[config.mk]
export PLATFORM = sky130hd
export DESIGN_NAME = instr_decode_stage
export DESIGN_NICKNAME = d
export VERILOG_FILES = /design/src/rtl/instr_decode_stage_pkg.sv /design/src/rtl/instr_imm_gen.sv /design/src/rtl/instr_decode_stage.sv
export SDC_FILE = /design/constraint.sdc
export NUM_CORES = 1
export LEC_CHECK = 0
export CAP_MARGIN = 30
export CORE_AREA = 2 2 136 138
export DETAILED_ROUTE_END_ITERATION = 12
export DIE_AREA = 0 0 138 140
export PLACE_DENSITY = 0.87
export SETUP_SLACK_MARGIN = 0.02
export SYNTH_ARGS = -nofsm -noshare
export SYNTH_HDL_FRONTEND = slang
export SYNTH_SLANG_ARGS = --single-unit
[constraint.sdc]
create_clock -name clk -period 9.3 [get_ports clk]
set_clock_uncertainty 0.05 [all_clocks]
set_input_delay 2.325 -clock clk [delete_from_list [all_inputs] [get_ports clk]]
set_output_delay 2.325 -clock clk [all_outputs]
set_load 0.01 [all_outputs]
[src/rtl/instr_decode_stage_pkg.sv]
// Shared types and constants for the instruction-decode stage.
//   instr_type_enum : instruction format (R4 added for fused FP multiply-add)
//   OPC_*           : 7-bit major opcodes, base ISA and F extension
//   decoded_instr_t : one decoded FIFO entry
//   DECODED_RST     : entry value used at reset (type UNKNOWN, all else zero)
package instr_decode_stage_pkg;

  // Storage width for imm/pc inside a decoded entry; the stage supports XLEN up to this.
  localparam int unsigned DEC_XLEN = 32;

  typedef enum logic [2:0] {
    INSTR_TYPE_UNKNOWN = 3'd0,
    INSTR_TYPE_R       = 3'd1,
    INSTR_TYPE_I       = 3'd2,
    INSTR_TYPE_S       = 3'd3,
    INSTR_TYPE_B       = 3'd4,
    INSTR_TYPE_U       = 3'd5,
    INSTR_TYPE_J       = 3'd6,
    INSTR_TYPE_R4      = 3'd7
  } instr_type_enum;

  localparam logic [6:0] OPC_OP       = 7'b0110011;
  localparam logic [6:0] OPC_OP_IMM   = 7'b0010011;
  localparam logic [6:0] OPC_LOAD     = 7'b0000011;
  localparam logic [6:0] OPC_STORE    = 7'b0100011;
  localparam logic [6:0] OPC_BRANCH   = 7'b1100011;
  localparam logic [6:0] OPC_LUI      = 7'b0110111;
  localparam logic [6:0] OPC_AUIPC    = 7'b0010111;
  localparam logic [6:0] OPC_JAL      = 7'b1101111;
  localparam logic [6:0] OPC_JALR     = 7'b1100111;
  localparam logic [6:0] OPC_SYSTEM   = 7'b1110011;
  localparam logic [6:0] OPC_LOAD_FP  = 7'b0000111;
  localparam logic [6:0] OPC_STORE_FP = 7'b0100111;
  localparam logic [6:0] OPC_OP_FP    = 7'b1010011;
  localparam logic [6:0] OPC_FMADD    = 7'b1000011;
  localparam logic [6:0] OPC_FMSUB    = 7'b1000111;
  localparam logic [6:0] OPC_FNMSUB   = 7'b1001011;
  localparam logic [6:0] OPC_FNMADD   = 7'b1001111;

  typedef struct packed {
    instr_type_enum      itype;
    logic [4:0]          rd;
    logic [4:0]          rs1;
    logic [4:0]          rs2;
    logic [4:0]          rs3;
    logic [DEC_XLEN-1:0] imm;
    logic [DEC_XLEN-1:0] pc;
    logic                illegal;
  } decoded_instr_t;

  localparam decoded_instr_t DECODED_RST = '{
    itype:   INSTR_TYPE_UNKNOWN,
    rd:      5'd0,
    rs1:     5'd0,
    rs2:     5'd0,
    rs3:     5'd0,
    imm:     '0,
    pc:      '0,
    illegal: 1'b0
  };

  function automatic logic is_fp_opcode(input logic [6:0] opc);
    return (opc == OPC_LOAD_FP) || (opc == OPC_STORE_FP) || (opc == OPC_OP_FP) ||
           (opc == OPC_FMADD)   || (opc == OPC_FMSUB)    || (opc == OPC_FNMSUB) ||
           (opc == OPC_FNMADD);
  endfunction

endpackage

[src/rtl/instr_imm_gen.sv]
// Combinational immediate generator.
//   i_instr : instruction bits [31:7] (opcode bits are not needed)
//   i_type  : decoded format; R, R4 and UNKNOWN yield zero
//   o_imm   : immediate sign-extended from instr[31] to XLEN
module instr_imm_gen
  import instr_decode_stage_pkg::*;
#(
  parameter int unsigned XLEN = 32
) (
  input  logic [31:7]     i_instr,
  input  instr_type_enum  i_type,
  output logic [XLEN-1:0] o_imm
);

  logic [31:0] w_imm32;

  always_comb begin
    w_imm32 = '0;
    case (i_type)
      INSTR_TYPE_I: w_imm32 = {{20{i_instr[31]}}, i_instr[31:20]};
      INSTR_TYPE_S: w_imm32 = {{20{i_instr[31]}}, i_instr[31:25], i_instr[11:7]};
      INSTR_TYPE_B: w_imm32 = {{19{i_instr[31]}}, i_instr[31], i_instr[7], i_instr[30:25],
                               i_instr[11:8], 1'b0};
      INSTR_TYPE_U: w_imm32 = {i_instr[31:12], 12'b0};
      INSTR_TYPE_J: w_imm32 = {{11{i_instr[31]}}, i_instr[31], i_instr[19:12], i_instr[20],
                               i_instr[30:21], 1'b0};
      default:      w_imm32 = '0;
    endcase
  end

  // Signed cast sign-extends when XLEN exceeds 32.
  assign o_imm = XLEN'($signed(w_imm32));

endmodule

[src/rtl/instr_decode_stage.sv]
// Registered instruction-decode stage between fetch and execute.
//   clk, rst (async, active high), flush
//   in_valid/in_ready/in_instr/in_pc    : fetch side
//   out_valid/out_ready/out_*           : execute side, head of a DEPTH-entry FIFO
//   illegal_cnt                         : saturating count of pushed illegal entries
// Decode is combinational on in_instr and captured into the FIFO on push.
module instr_decode_stage
  import instr_decode_stage_pkg::*;
#(
  parameter int unsigned XLEN  = 32,
  parameter int unsigned FP_EN = 1,
  parameter int unsigned DEPTH = 2,
  parameter int unsigned CNT_W = 16
) (
  input  logic             clk,
  input  logic             rst,
  input  logic             flush,
  input  logic             in_valid,
  output logic             in_ready,
  input  logic [31:0]      in_instr,
  input  logic [XLEN-1:0]  in_pc,
  output logic             out_valid,
  input  logic             out_ready,
  output instr_type_enum   out_type,
  output logic [4:0]       out_rd,
  output logic [4:0]       out_rs1,
  output logic [4:0]       out_rs2,
  output logic [4:0]       out_rs3,
  output logic [XLEN-1:0]  out_imm,
  output logic [XLEN-1:0]  out_pc,
  output logic             out_illegal,
  output logic [CNT_W-1:0] illegal_cnt
);

  localparam int unsigned PTR_W  = $clog2(DEPTH);
  localparam int unsigned FCNT_W = PTR_W + 1;

  // ---------------- decode ----------------
  logic [6:0]      w_opc;
  logic            w_fp_opc;
  logic            w_illegal;
  instr_type_enum  w_type_raw;
  instr_type_enum  w_type;
  logic [XLEN-1:0] w_imm;
  decoded_instr_t  w_entry;

  always_comb begin
    w_opc      = in_instr[6:0];
    w_fp_opc   = is_fp_opcode(w_opc);
    w_type_raw = INSTR_TYPE_UNKNOWN;
    case (w_opc)
      OPC_OP:                                  w_type_raw = INSTR_TYPE_R;
      OPC_OP_IMM, OPC_LOAD, OPC_JALR, OPC_SYSTEM: w_type_raw = INSTR_TYPE_I;
      OPC_STORE:                               w_type_raw = INSTR_TYPE_S;
      OPC_BRANCH:                              w_type_raw = INSTR_TYPE_B;
      OPC_LUI, OPC_AUIPC:                      w_type_raw = INSTR_TYPE_U;
      OPC_JAL:                                 w_type_raw = INSTR_TYPE_J;
      OPC_LOAD_FP:  if (FP_EN != 0)            w_type_raw = INSTR_TYPE_I;
      OPC_STORE_FP: if (FP_EN != 0)            w_type_raw = INSTR_TYPE_S;
      OPC_OP_FP:    if (FP_EN != 0)            w_type_raw = INSTR_TYPE_R;
      OPC_FMADD, OPC_FMSUB, OPC_FNMSUB, OPC_FNMADD:
                    if (FP_EN != 0)            w_type_raw = INSTR_TYPE_R4;
      default:                                 w_type_raw = INSTR_TYPE_UNKNOWN;
    endcase
    w_illegal = (w_type_raw == INSTR_TYPE_UNKNOWN) || (in_instr[1:0] != 2'b11) ||
                (w_fp_opc && (FP_EN == 0));
    // Illegal entries are still buffered but always report UNKNOWN (and thus imm 0).
    w_type    = w_illegal ? INSTR_TYPE_UNKNOWN : w_type_raw;
  end

  instr_imm_gen #(
    .XLEN (XLEN)
  ) u_imm_gen (
    .i_instr (in_instr[31:7]),
    .i_type  (w_type),
    .o_imm   (w_imm)
  );

  always_comb begin
    w_entry         = DECODED_RST;
    w_entry.itype   = w_type;
    w_entry.rd      = in_instr[11:7];
    w_entry.rs1     = in_instr[19:15];
    w_entry.rs2     = in_instr[24:20];
    w_entry.rs3     = in_instr[31:27];
    w_entry.imm     = DEC_XLEN'(w_imm);
    w_entry.pc      = DEC_XLEN'(in_pc);
    w_entry.illegal = w_illegal;
  end

  // ---------------- FIFO ----------------
  decoded_instr_t    r_mem [DEPTH];
  logic [PTR_W-1:0]  r_wr_ptr;
  logic [PTR_W-1:0]  r_rd_ptr;
  logic [FCNT_W-1:0] r_count;
  logic [CNT_W-1:0]  r_ill_cnt;
  logic              w_push;
  logic              w_pop;
  decoded_instr_t    w_head;

  // in_ready depends only on the registered count, never on out_ready.
  assign in_ready  = (r_count < FCNT_W'(DEPTH));
  assign out_valid = (r_count != '0);
  assign w_push    = in_valid && in_ready && !flush;
  assign w_pop     = out_valid && out_ready && !flush;

  always_ff @(posedge clk or posedge rst) begin
    if (rst) begin
      for (int i = 0; i < int'(DEPTH); i++) begin
        r_mem[i] <= DECODED_RST;
      end
      r_wr_ptr  <= '0;
      r_rd_ptr  <= '0;
      r_count   <= '0;
      r_ill_cnt <= '0;
    end else begin
      if (w_push) begin
        r_mem[r_wr_ptr] <= w_entry;
      end
      if (w_push && w_entry.illegal && (r_ill_cnt != '1)) begin
        r_ill_cnt <= r_ill_cnt + CNT_W'(1);
      end
      if (flush) begin
        r_wr_ptr <= '0;
        r_rd_ptr <= '0;
        r_count  <= '0;
      end else begin
        // Power-of-two DEPTH lets the pointers wrap naturally.
        if (w_push) r_wr_ptr <= r_wr_ptr + PTR_W'(1);
        if (w_pop)  r_rd_ptr <= r_rd_ptr + PTR_W'(1);
        case ({w_push, w_pop})
          2'b10:   r_count <= r_count + FCNT_W'(1);
          2'b01:   r_count <= r_count - FCNT_W'(1);
          default: r_count <= r_count;
        endcase
      end
    end
  end

  assign w_head      = r_mem[r_rd_ptr];
  assign out_type    = w_head.itype;
  assign out_rd      = w_head.rd;
  assign out_rs1     = w_head.rs1;
  assign out_rs2     = w_head.rs2;
  assign out_rs3     = w_head.rs3;
  assign out_imm     = XLEN'(w_head.imm);
  assign out_pc      = XLEN'(w_head.pc);
  assign out_illegal = w_head.illegal;
  assign illegal_cnt = r_ill_cnt;

endmodule

* Word-level counts from Yosys, hierarchy flattened *
Index checks and enable logic that the tools add are counted.
W data, S select, Z words.

cells by class
  bitwise operators = 2
  add/subtract/negate cells = 5
  mux-type cells = 15
  eq/ne operators = 26
  reductions and logical operators = 19
  magnitude comparators = 4

operators by type and width
  cell                     number
  $mux W88                 4
  $bwmux W176              1
  $pmux W32 S5             1
  $demux W88 S1            1
  $eq A7 B7 Y1 const B     9
  $eq A7 B6 Y1 const B     4
  $pmux W3 S7              1
  $add A16 B1 Y16 const B  1
  $ne A16 B16 Y1 const B   1
  $eq A7 B5 Y1 const B     2
  $eq A3 B3 Y1 const B     3
  $eq A7 B2 Y1 const B     1
  $eq A7 B3 Y1 const B     1
  $logic_and A1 B1 Y1      7
  $eq A3 B2 Y1 const B     2
  $reduce_bool A2 Y1       3
  $reduce_or A2 Y1         3
  $reduce_or A5 Y1         1
  $ge A2 B2 Y1 const B     2
  $mux W1                  4
  $not A1 Y2               2
  $pmux W2 S2              1
  $reduce_or A4 Y1         1
  $logic_not A3 Y1         1
  13 further kinds         14

storage, ports and cells
  output and inout bits = 106
  input port bits = 69
  word-level logic and storage cells = 91
  register bits after elaboration = 196

* Depth between registers and ports, before layout *
Gate-level depths: netlist of the first run.

  depth after elaboration = 9
  mapped depth = 7
  gate-level depth less buffers = 5

* Hierarchy *
From an unflattened synthesis of the first run, not the netlist that was laid out.

unflattened totals
  cell total of the unflattened synthesis = 1,049
  area total of the unflattened synthesis = 9,440.3 µm²

modules (own cells, without submodules)
  module              area an instance (µm²)  cells an instance  times used  seq. area each (µm²)
  instr_decode_stage  8,780.9                 959                1           4,904.7
  instr_imm_gen       659.4                   90                 1           0.0

* Worst setup path before layout of the first run *
OpenSTA, ideal clock, no wires.

  path type = reg2out
  start = reg r_rd_ptr
  end = out out_rs2[0]
  stages on the path, launching flop included = 5
  path slack = 5,430 ps
  arrival = 1,495 ps
  path buffers = 3
  required time = 6,925 ps
  cells stage by stage = dfrtp_1 -> clkbuf_1 -> buf_2 -> buf_1 -> mux2_2

on the way
  word-level cells in the longest chain between the ends = 4

ends and longest elaborated chain
  what                                         RTL line                   source
  start, declared                              instr_decode_stage.sv:94   logic [PTR_W-1:0] r_rd_ptr;
  start signal, assigned                       instr_decode_stage.sv:130  if (w_pop) r_rd_ptr <= r_rd_ptr + PTR_W'(1);
  $not A1 Y2 (implied by the code)             instr_decode_stage.sv:140  assign w_head = r_mem[r_rd_ptr];
  $mux W88 (implied by the code) (3 in a row)  instr_decode_stage.sv:140
  end, declared                                instr_decode_stage.sv:27   output logic [4:0] out_rs2,

Every way passes these cells. The select of a mux whose other input is x is not followed.

* Worst setup path in the final report of the first run *
  start = reg r_rd_ptr
  end = out out_imm[27]

on the way
  word-level cells in the longest chain between the ends = 4

ends and longest elaborated chain
  what                                         RTL line                   source
  $not A1 Y2 (implied by the code)             instr_decode_stage.sv:140
  $mux W88 (implied by the code) (3 in a row)  instr_decode_stage.sv:140
  end, declared                                instr_decode_stage.sv:29   output logic [XLEN-1:0] out_imm,

Every way passes these cells. The select of a mux whose other input is x is not followed.

==> results.yml, run 1 <==
routing:
  drt_first_pass_iters: 5
  vias: 7438
  wl_per_cell_um: 17.3
  first_iter_violations: 608
  drt-total-wl_um: 23200
  drc: 0
  drtAntennaViolNets: 0
  viasPerCell: 5.55
synthesis:
  synth_area_leader_cell: "dfrtp_1"
  ys_ff_latch: 196
  synth-edff-count: 0
  netlist_top_cells_count: "nand2_1 (381), dfrtp_1 (196), mux2_2 (89)"
  yosysTopAreaCellShare_pct: 54.0
  async_reset_ff_share_pct: 100
  synth_seq_area_share_pct: 54.0
  synth_ff_type: "dfrtp_1"
  ys_top_cells_by_area: "dfrtp_1 (54%), nand2_1 (16%), mux2_2 (11%), clkbuf_1 (1.9%), o211ai_1 (1.8%)"
  yosysMostFrequentCell: "nand2_1"
  synth_cell_types: 54
  synth_nets: 1022
  yosysWarnings: 0
  netlist_area_um2: 9080
  avgSynthCellArea_um2: 9.54
  syn_inst: 952
sta:
  rsz0062_at_grt: "no"
  finalSetupViolCount: 0
  finalCritPeriodShare_pct: 56.6
  hold_viol_final: 0
  maxSlewHeadroom_pct: 48.0
  fin_crit_ps: 5260
  tns_ps: 0
  fin_hold_ws_ps: 420
  report.final.slew_viol_count: 0
  tightest_slew_ps: 779
  fmax_mhz: 190
global_routing:
  overflow: 0
  grt_pass1_wl_um: 37800
  antenna_found_initial: 0
  first_global_vias: 7471
  grt_max_degree: 112
  grt_usage_pct: 24.2
clocking:
  root_buffer: "clkbuf_16"
  cts_tree: "done"
  cts_resized: 0
  cts-htree-levels: 4
  clock-sinks: 196
  cts_buffers: 17
  cts_buffer_depth: 2
  worstSkewPairLatency_ps: 440
  postCtsSetupBuffers: 0
  cts-hold-fix-buffers: 0
  clk_pin_slew_ps: 70
setup_path:
  critPathMaxStageDelay_ps: 750
  worstSetupPathType: "flip-flop to primary output"
  cp.required_ps: 6930
  critPathMaxFanout: 55
  path_cells: "buf_4, mux2_2, clkdlybuf4s50_1"
  arrival_ps: 2890
  endpoint_kind: "primary output"
  crit_slowest_cell: "dfrtp_4"
  start_kind: "flip-flop"
run_status:
  status: "finished, final reports clean"
final_layout:
  drive_above_1_share_pct: 13.0
  nets: 1168
  syn_to_final_growth_pct: 27.7
  diodes: 0
place:
  post-dp-hpwl_um: 15200
  gp_congestion: 0.851
  portBuffers: 174
die:
  die_x_um: 138
  die_y_um: 140
  start_util_pct: 51.1
  ios: 175
  fp.dieArea_um2: 19300
  rows: 49
  core_area_um2: 17800
pwr:
  p_per_area_nw_per_um2: 214
  p_leak_nw: 5.37
  ir_drop_mv: 0.146
hold_path:
  hold_path.class: "flip-flop to flip-flop"
job:
  drv_cap: 0
-- per-layer routing --
layer | vias up | routed length [um] | track usage [%]
li1 | 3462 | - | -
met1 | 3634 | 9820 | 31.7
met2 | 305 | 11200 | 39.4
met3 | 37 | 1730 | 6.26
met4 | 0 | 440 | 8.54
met5 | - | 0 | 0
-- final timing paths --
path                               end       start  slack (ps)  depth (start not counted)
setup / recovery           out_imm[27]    r_rd_ptr        4040                          3
hold / removal               r_mem[89]   r_mem[89]         420                          2
setup reg to reg             r_mem[48]  r_count[1]        6530                          5
hold reg to reg              r_mem[89]   r_mem[89]         420                          2
max in group asynchronous     r_rd_ptr         rst        5610                          4
min in group asynchronous    r_mem[10]         rst        2390                          2
-- flip-flops by register name, summed over array words and instances (netlist names) --
signal and flops:
r_count 2, r_rd_ptr 1, r_wr_ptr 1, r_mem 176, illegal_cnt 16
-- logic make-up (layout without fill, tap and decap cells) --
kind of cell | after synthesis | in the layout | share of synthesized area (%)
AOI/OAI and AO/OA | 102 | 102 | 7.86
xor gates and xnor gates | 16 | 16 | 1.54
adders and majority gates | 1 | 1 | 0.138
buffers and inverters | 62 | 220 | 2.76
DFF | 196 | 196 | 54.0
muxes | 91 | 91 | 11.3
and+or+nand+nor | 484 | 484 | 22.4
-- cell type report --
| class | count | area (um2) |
|---|---|---|
| clock buffers | 18 | 439 |
| flip-flops and latches | 196 | 4910 |
| inverters | 6 | 30.0 |
| repair buffers | 183 | 1830 |
| fillers | 1391 | 6180 |
| clock inverters | 13 | 156 |
| well taps | 229 | 287 |
| multi-input cells | 694 | 3950 |
-- report_power, final --
group	internal (mW)	leakage [nW]	switching (mW)
combinational	0.324	2.56	0.281
sequential	1.02	2.52	0.108
clock	0.428	0.292	0.319
-- worst max-delay path, delay by kind of cell (launching register included) --
| family | cells | cell delay, ps |
|---|---|---|
| buf+inv | 2 | 1230 |
| flops | 1 | 750 |
| mux | 1 | 410 |
-- cell usage in the layout, fill, tap and decap left out, types with 3 or more instances in the layout --
cell / Yosys / routed
nor3_1: 3 / 3
and2_0: 8 / 8
nor4_1: 6 / 6
mux2_2: 89 / 89
nor3b_1: 4 / 4
clkbuf_16: 0 / 17
dfrtp_1: 196 / 195
a21oi_1: 22 / 22
o21ai_0: 15 / 15
bufinv_16: 0 / 3
nor2b_1: 4 / 3
nand2_1: 381 / 380
o211ai_1: 22 / 22
nor2_1: 36 / 36
clkinv_2: 0 / 5
nand3_1: 9 / 9
o21a_1: 3 / 3
nand2b_1: 5 / 4
buf_4: 0 / 7
a31oi_1: 3 / 3
or3_1: 3 / 3
and2_1: 5 / 4
nand4_1: 6 / 6
a221o_1: 9 / 9
clkdlybuf4s50_1: 0 / 174
xnor2_1: 5 / 5
inv_1: 5 / 4
xor2_1: 11 / 11
a22o_1: 12 / 12
-- per-stage QoR --
stage	total power [mW]	instances	utilization, %	area [um2]	worst slack [ps]
6_report	2.48	1339	65.2	11600	4040
2_1_floorplan	1.44	952	-	9080	1580
5_1_grt	2.60	1339	65.2	11600	3950
4_1_cts	2.50	1339	65.2	11600	4030
3_5_place_dp	1.74	1308	61.9	11000	4160
3_3_place_gp	1.71	1305	61.6	11000	4220
(Power assumes the default switching activity.)
==> run 2: changes to the inputs <==
--- a/config.mk
+++ b/config.mk
@@ -6,10 +6,10 @@
 export NUM_CORES = 1
 export LEC_CHECK = 0
 export CAP_MARGIN = 30
-export CORE_AREA = 2 2 136 138
+export CORE_AREA = 2 2 142 144
 export DETAILED_ROUTE_END_ITERATION = 12
-export DIE_AREA = 0 0 138 140
-export PLACE_DENSITY = 0.87
+export DIE_AREA = 0 0 144 146
+export PLACE_DENSITY = 0.84
 export SETUP_SLACK_MARGIN = 0.02
 export SYNTH_ARGS = -nofsm -noshare
 export SYNTH_HDL_FRONTEND = slang
==> constraint.sdc (replaced) <==
create_clock -name clk -period 4.75 [get_ports clk]
set_clock_uncertainty 0.05 [all_clocks]
set_input_delay 1.1875 -clock clk [delete_from_list [all_inputs] [get_ports clk]]
set_output_delay 1.1875 -clock clk [all_outputs]
set_load 0.01 [all_outputs]
==> results.yml, run 2 (synthesis results as in run 1) <==
pwr:
  ir_drop_mv: 0.282
  p_per_area_nw_per_um2: 413
  p_leak_nw: 5.38
die:
  die_y_um: 146
  rows: 51
  start_util_pct: 47.0
  fp.dieArea_um2: 21000
  ios: 175
  core_area_um2: 19300
  die_x_um: 144
job:
  drv_cap: 0
place:
  post-dp-hpwl_um: 15400
  portBuffers: 174
  gp_congestion: 0.805
setup_path:
  worstRegToRegCells: 5
  critPathMaxStageDelay_ps: 780
  worstSetupPathType: "flip-flop to primary output"
  arrival_ps: 2500
  path_cells: "buf_12, mux2_2, clkdlybuf4s50_1"
  crit_slowest_cell: "dfrtp_4"
  r2r-start: "r_count[1]"
  r2r_slack_ps: 2280
  r2r_end: "r_mem[128]"
  cp.required_ps: 3510
  critPathMaxFanout: 53
  start_kind: "flip-flop"
  endpoint_kind: "primary output"
final_layout:
  regMostFlops: "r_mem"
  seq_area_um2: 4910
  syn_to_final_growth_pct: 28.8
  diodes: 0
  mostFrequentLayoutCell: "nand2_1"
  fillerInstances: 1611
  largest_register_ff_count: 176
  nets: 1173
  drive_above_1_share_pct: 13.2
  multiInputGateArea_um2: 3950
  most-common-layout-cells: "nand2_1 (380), dfrtp_1 (195), clkdlybuf4s50_1 (174)"
clocking:
  cts_buffer_depth: 2
  postCtsSetupBuffers: 0
  cts-htree-levels: 4
  clock-sinks: 196
  clk_pin_slew_ps: 70
  cts_resized: 0
  worstSkewPairLatency_ps: 440
  cts_tree: "done"
  root_buffer: "clkbuf_16"
  cts_buffers: 17
  cts-hold-fix-buffers: 0
sta:
  fmax_mhz: 267
  finalSetupViolCount: 0
  tightest_slew_ps: 721
  maxSlewHeadroom_pct: 52.0
  hold_viol_final: 0
  rsz0062_at_grt: "no"
  report.final.slew_viol_count: 0
  tns_ps: 0
  fin_hold_ws_ps: 421
  finalCritPeriodShare_pct: 78.8
  fin_crit_ps: 3740
routing:
  drt_first_pass_iters: 5
  drc: 0
  drtAntennaViolNets: 0
  drt-total-wl_um: 23000
  first_iter_violations: 543
  wl_per_cell_um: 16.6
  viasPerCell: 5.25
  vias: 7253
global_routing:
  grt_pass1_wl_um: 37800
  grt_max_degree: 63
  antenna_found_initial: 0
  overflow: 0
  grt_usage_pct: 22.7
  first_global_vias: 7365
hold_path:
  min_path_cells: 2
  min_to: "r_mem[78]"
  hold_path.class: "flip-flop to flip-flop"
  min_from: "r_mem[78]"
run_status:
  status: "finished, final reports clean"
## run 2: changes by cell type in the layout (fill, tap and decap cells not counted), sizes merged
cell,delta
buf,+5
bufinv,-1
clkbuf,+2
clkinv,-2
clkinvlp,+2
## run 2: area by class of cell
cell class / count / share of cell area [%]
Inverter: 6 / 0.225
Tap cell: 265 / 2.83
Clock inverter: 12 / 1.28
Multi-Input combinational cell: 694 / 33.7
Sequential cell: 196 / 42.0
Clock buffer: 20 / 3.73
Timing Repair Buffer: 188 / 16.2
## run 2: worst max-delay path: cells and delay by family (launching register included)
family | cells | cell delay (ps)
mux | 1 | 370
buf+inv | 2 | 860
flops | 1 | 780
## run 2: report_power, final
group | internal, mW | switching [mW] | leakage (nW)
Combinational | 0.640 | 0.540 | 2.58
Sequential | 2.00 | 0.208 | 2.52
Clock | 0.788 | 0.657 | 0.276
## run 2: metal layers
| metal | share of wire (%) | GRT usage, % |
|---|---|---|
| met5 | 0 | 0 |
| met4 | 1.2 | 6.67 |
| met3 | 8.0 | 6.19 |
| met2 | 47 | 36.0 |
| met1 | 44 | 30.5 |
## run 2: metrics by stage
step           instance area, um2  utilization (%)  worst slack [ps]  power (mW)  cells
2_1_floorplan                9080                -               980        2.83    952
3_3_place_gp                11100             57.4              1050        3.37   1348
3_5_place_dp                11100             57.4               998        3.41   1348
4_1_cts                     11700             60.4               983        4.86   1380
5_1_grt                     11700             60.5               901        5.08   1381
6_report                    11700             60.5              1010        4.83   1381
## run 2: worst max path at each step
stage | start | endpoint | cells past startpoint
after floorplan | rst | illegal_cnt[0] | 1
after global placement | flush | r_mem[128] | 6
after detailed placement | flush | r_mem[131] | 6
after CTS | r_rd_ptr | out_imm[24] | 3
after global routing | r_rd_ptr | out_imm[26] | 3
final | r_rd_ptr | out_pc[9] | 3
==> run 3: changes to the inputs <==
==> constraint.sdc (replaced) <==
create_clock -name clk -period 3.38 [get_ports clk]
set_clock_uncertainty 0.05 [all_clocks]
set_input_delay 0.845 -clock clk [delete_from_list [all_inputs] [get_ports clk]]
set_output_delay 0.845 -clock clk [all_outputs]
set_load 0.01 [all_outputs]
==> results.yml, run 3 (synthesis results as in run 1) <==
clocking:
  cts_buffers: 17
  clock-sinks: 196
  postCtsSetupBuffers: 0
  clk_pin_slew_ps: 70
  cts_buffer_depth: 2
  root_buffer: "clkbuf_16"
  worstSkewPairLatency_ps: 430
  cts_tree: "done"
  cts-hold-fix-buffers: 0
  cts-htree-levels: 4
  cts_resized: 0
sta:
  maxSlewHeadroom_pct: 57.1
  finalSetupViolCount: 0
  hold_viol_final: 0
  fin_hold_ws_ps: 421
  fin_crit_ps: 3140
  tightest_slew_ps: 641
  report.final.slew_viol_count: 0
  rsz0062_at_grt: "no"
  setup_ws_ps: 242
  finalCritPeriodShare_pct: 92.9
  tns_ps: 0
  fmax_mhz: 319
run_status:
  status: "finished, final reports clean"
final_layout:
  fin_util_pct: 60.8
  diodes: 0
  fillerInstances: 1619
  stdcell_area_um2: 11800
  most-common-layout-cells: "nand2_1 (380), dfrtp_1 (195), clkdlybuf4s50_1 (174)"
  syn_to_final_growth_pct: 29.5
  largest_register_ff_count: 176
  nets: 1183
  mostFrequentLayoutCell: "nand2_1"
  drive_above_1_share_pct: 14.0
  regMostFlops: "r_mem"
  fin_cells: 1389
global_routing:
  antenna_found_initial: 0
  first_global_vias: 7359
  grt_usage_pct: 22.6
  grt_pass1_wl_um: 37700
  grt_max_degree: 116
  overflow: 0
place:
  dp_cells: 1359
  gp_congestion: 0.877
  portBuffers: 174
  post-dp-hpwl_um: 15600
  place_area_um2: 11200
  pre_cts_ws_ps: 291
die:
  rows: 51
  ios: 175
  start_util_pct: 47.0
  die_y_um: 146
  core_area_um2: 19300
  die_x_um: 144
  fp.dieArea_um2: 21000
setup_path:
  critPathMaxStageDelay_ps: 660
  endpoint_kind: "primary output"
  start_kind: "flip-flop"
  path_cells: "buf_12, mux2_2, clkdlybuf4s50_1"
  cp.required_ps: 2480
  arrival_ps: 2240
  cp_num_buf_inv: 2
  critPathMaxFanout: 33
  worst_path_dominant_cell_family: "buffers and inverters"
  worstSetupPathType: "flip-flop to primary output"
  crit_slowest_cell: "dfrtp_4"
pwr:
  clkPwrFrac_pct: 28.9
  switching_share_pct: 28.5
  p_switching_mw: 1.91
  ir_drop_mv: 0.286
  internal-power_mw: 4.80
  finalPower_mw: 6.72
  power_frac_comb_pct: 24.9
  pwr-share-seq_pct: 46.2
  p_per_area_nw_per_um2: 571
  p_leak_nw: 5.43
routing:
  drt_first_pass_iters: 6
  vias: 7388
  first_iter_violations: 525
  drt-total-wl_um: 23500
  viasPerCell: 5.32
  drtAntennaViolNets: 0
  drc: 0
  wl_per_cell_um: 16.9
hold_path:
  hold_path.class: "flip-flop to flip-flop"
job:
  drv_cap: 0
run 3: worst paths after layout:
| kind | to | depth (start not counted) | startpoint | slack (ps) |
|---|---|---|---|---|
| max | out_imm[15] | 3 | r_rd_ptr | 240 |
| max reg2reg | r_mem[57] | 5 | r_count[1] | 1430 |
| min in group asynchronous | r_mem[38] | 3 | rst | 830 |
| max in group asynchronous | r_rd_ptr | 3 | rst | 1810 |
| min | r_mem[105] | 2 | r_mem[105] | 420 |
| min reg2reg | r_mem[105] | 2 | r_mem[105] | 420 |
run 3: area by class of cell:
cell class	instances	area [um2]	area share (%)
flip-flops and latches	196	4910	41.7
well taps	265	332	2.82
clock buffers	22	484	4.12
repair buffers	198	1980	16.9
multi-input cells	694	3950	33.6
inverters	6	26.3	0.223
clock inverters	8	77.6	0.660
run 3: worst register-to-register path, delay by kind of cell (launching register included):
kind                   cells  cell delay, ps
buffers and inverters      1             190
AO/OA/AOI/OAI              1             180
AND/OR/NAND/NOR            3             990
flip-flops                 1             440
run 3: power groups by stage:
stage	combinational (mW)	sequential (mW)	clock, mW
6_report	1.68	3.10	1.94
3_5_place_dp	1.68	3.13	0
3_3_place_gp	1.65	3.10	0
2_1_floorplan	0.915	3.05	0
4_1_cts	1.70	3.09	1.97
5_1_grt	1.84	3.15	2.07
run 3: per-layer routing:
layer,GRT usage (%),wire length [um]
met1,30.0,10200
met2,36.6,11100
met3,6.42,1900
met4,5.88,363
met5,0,0
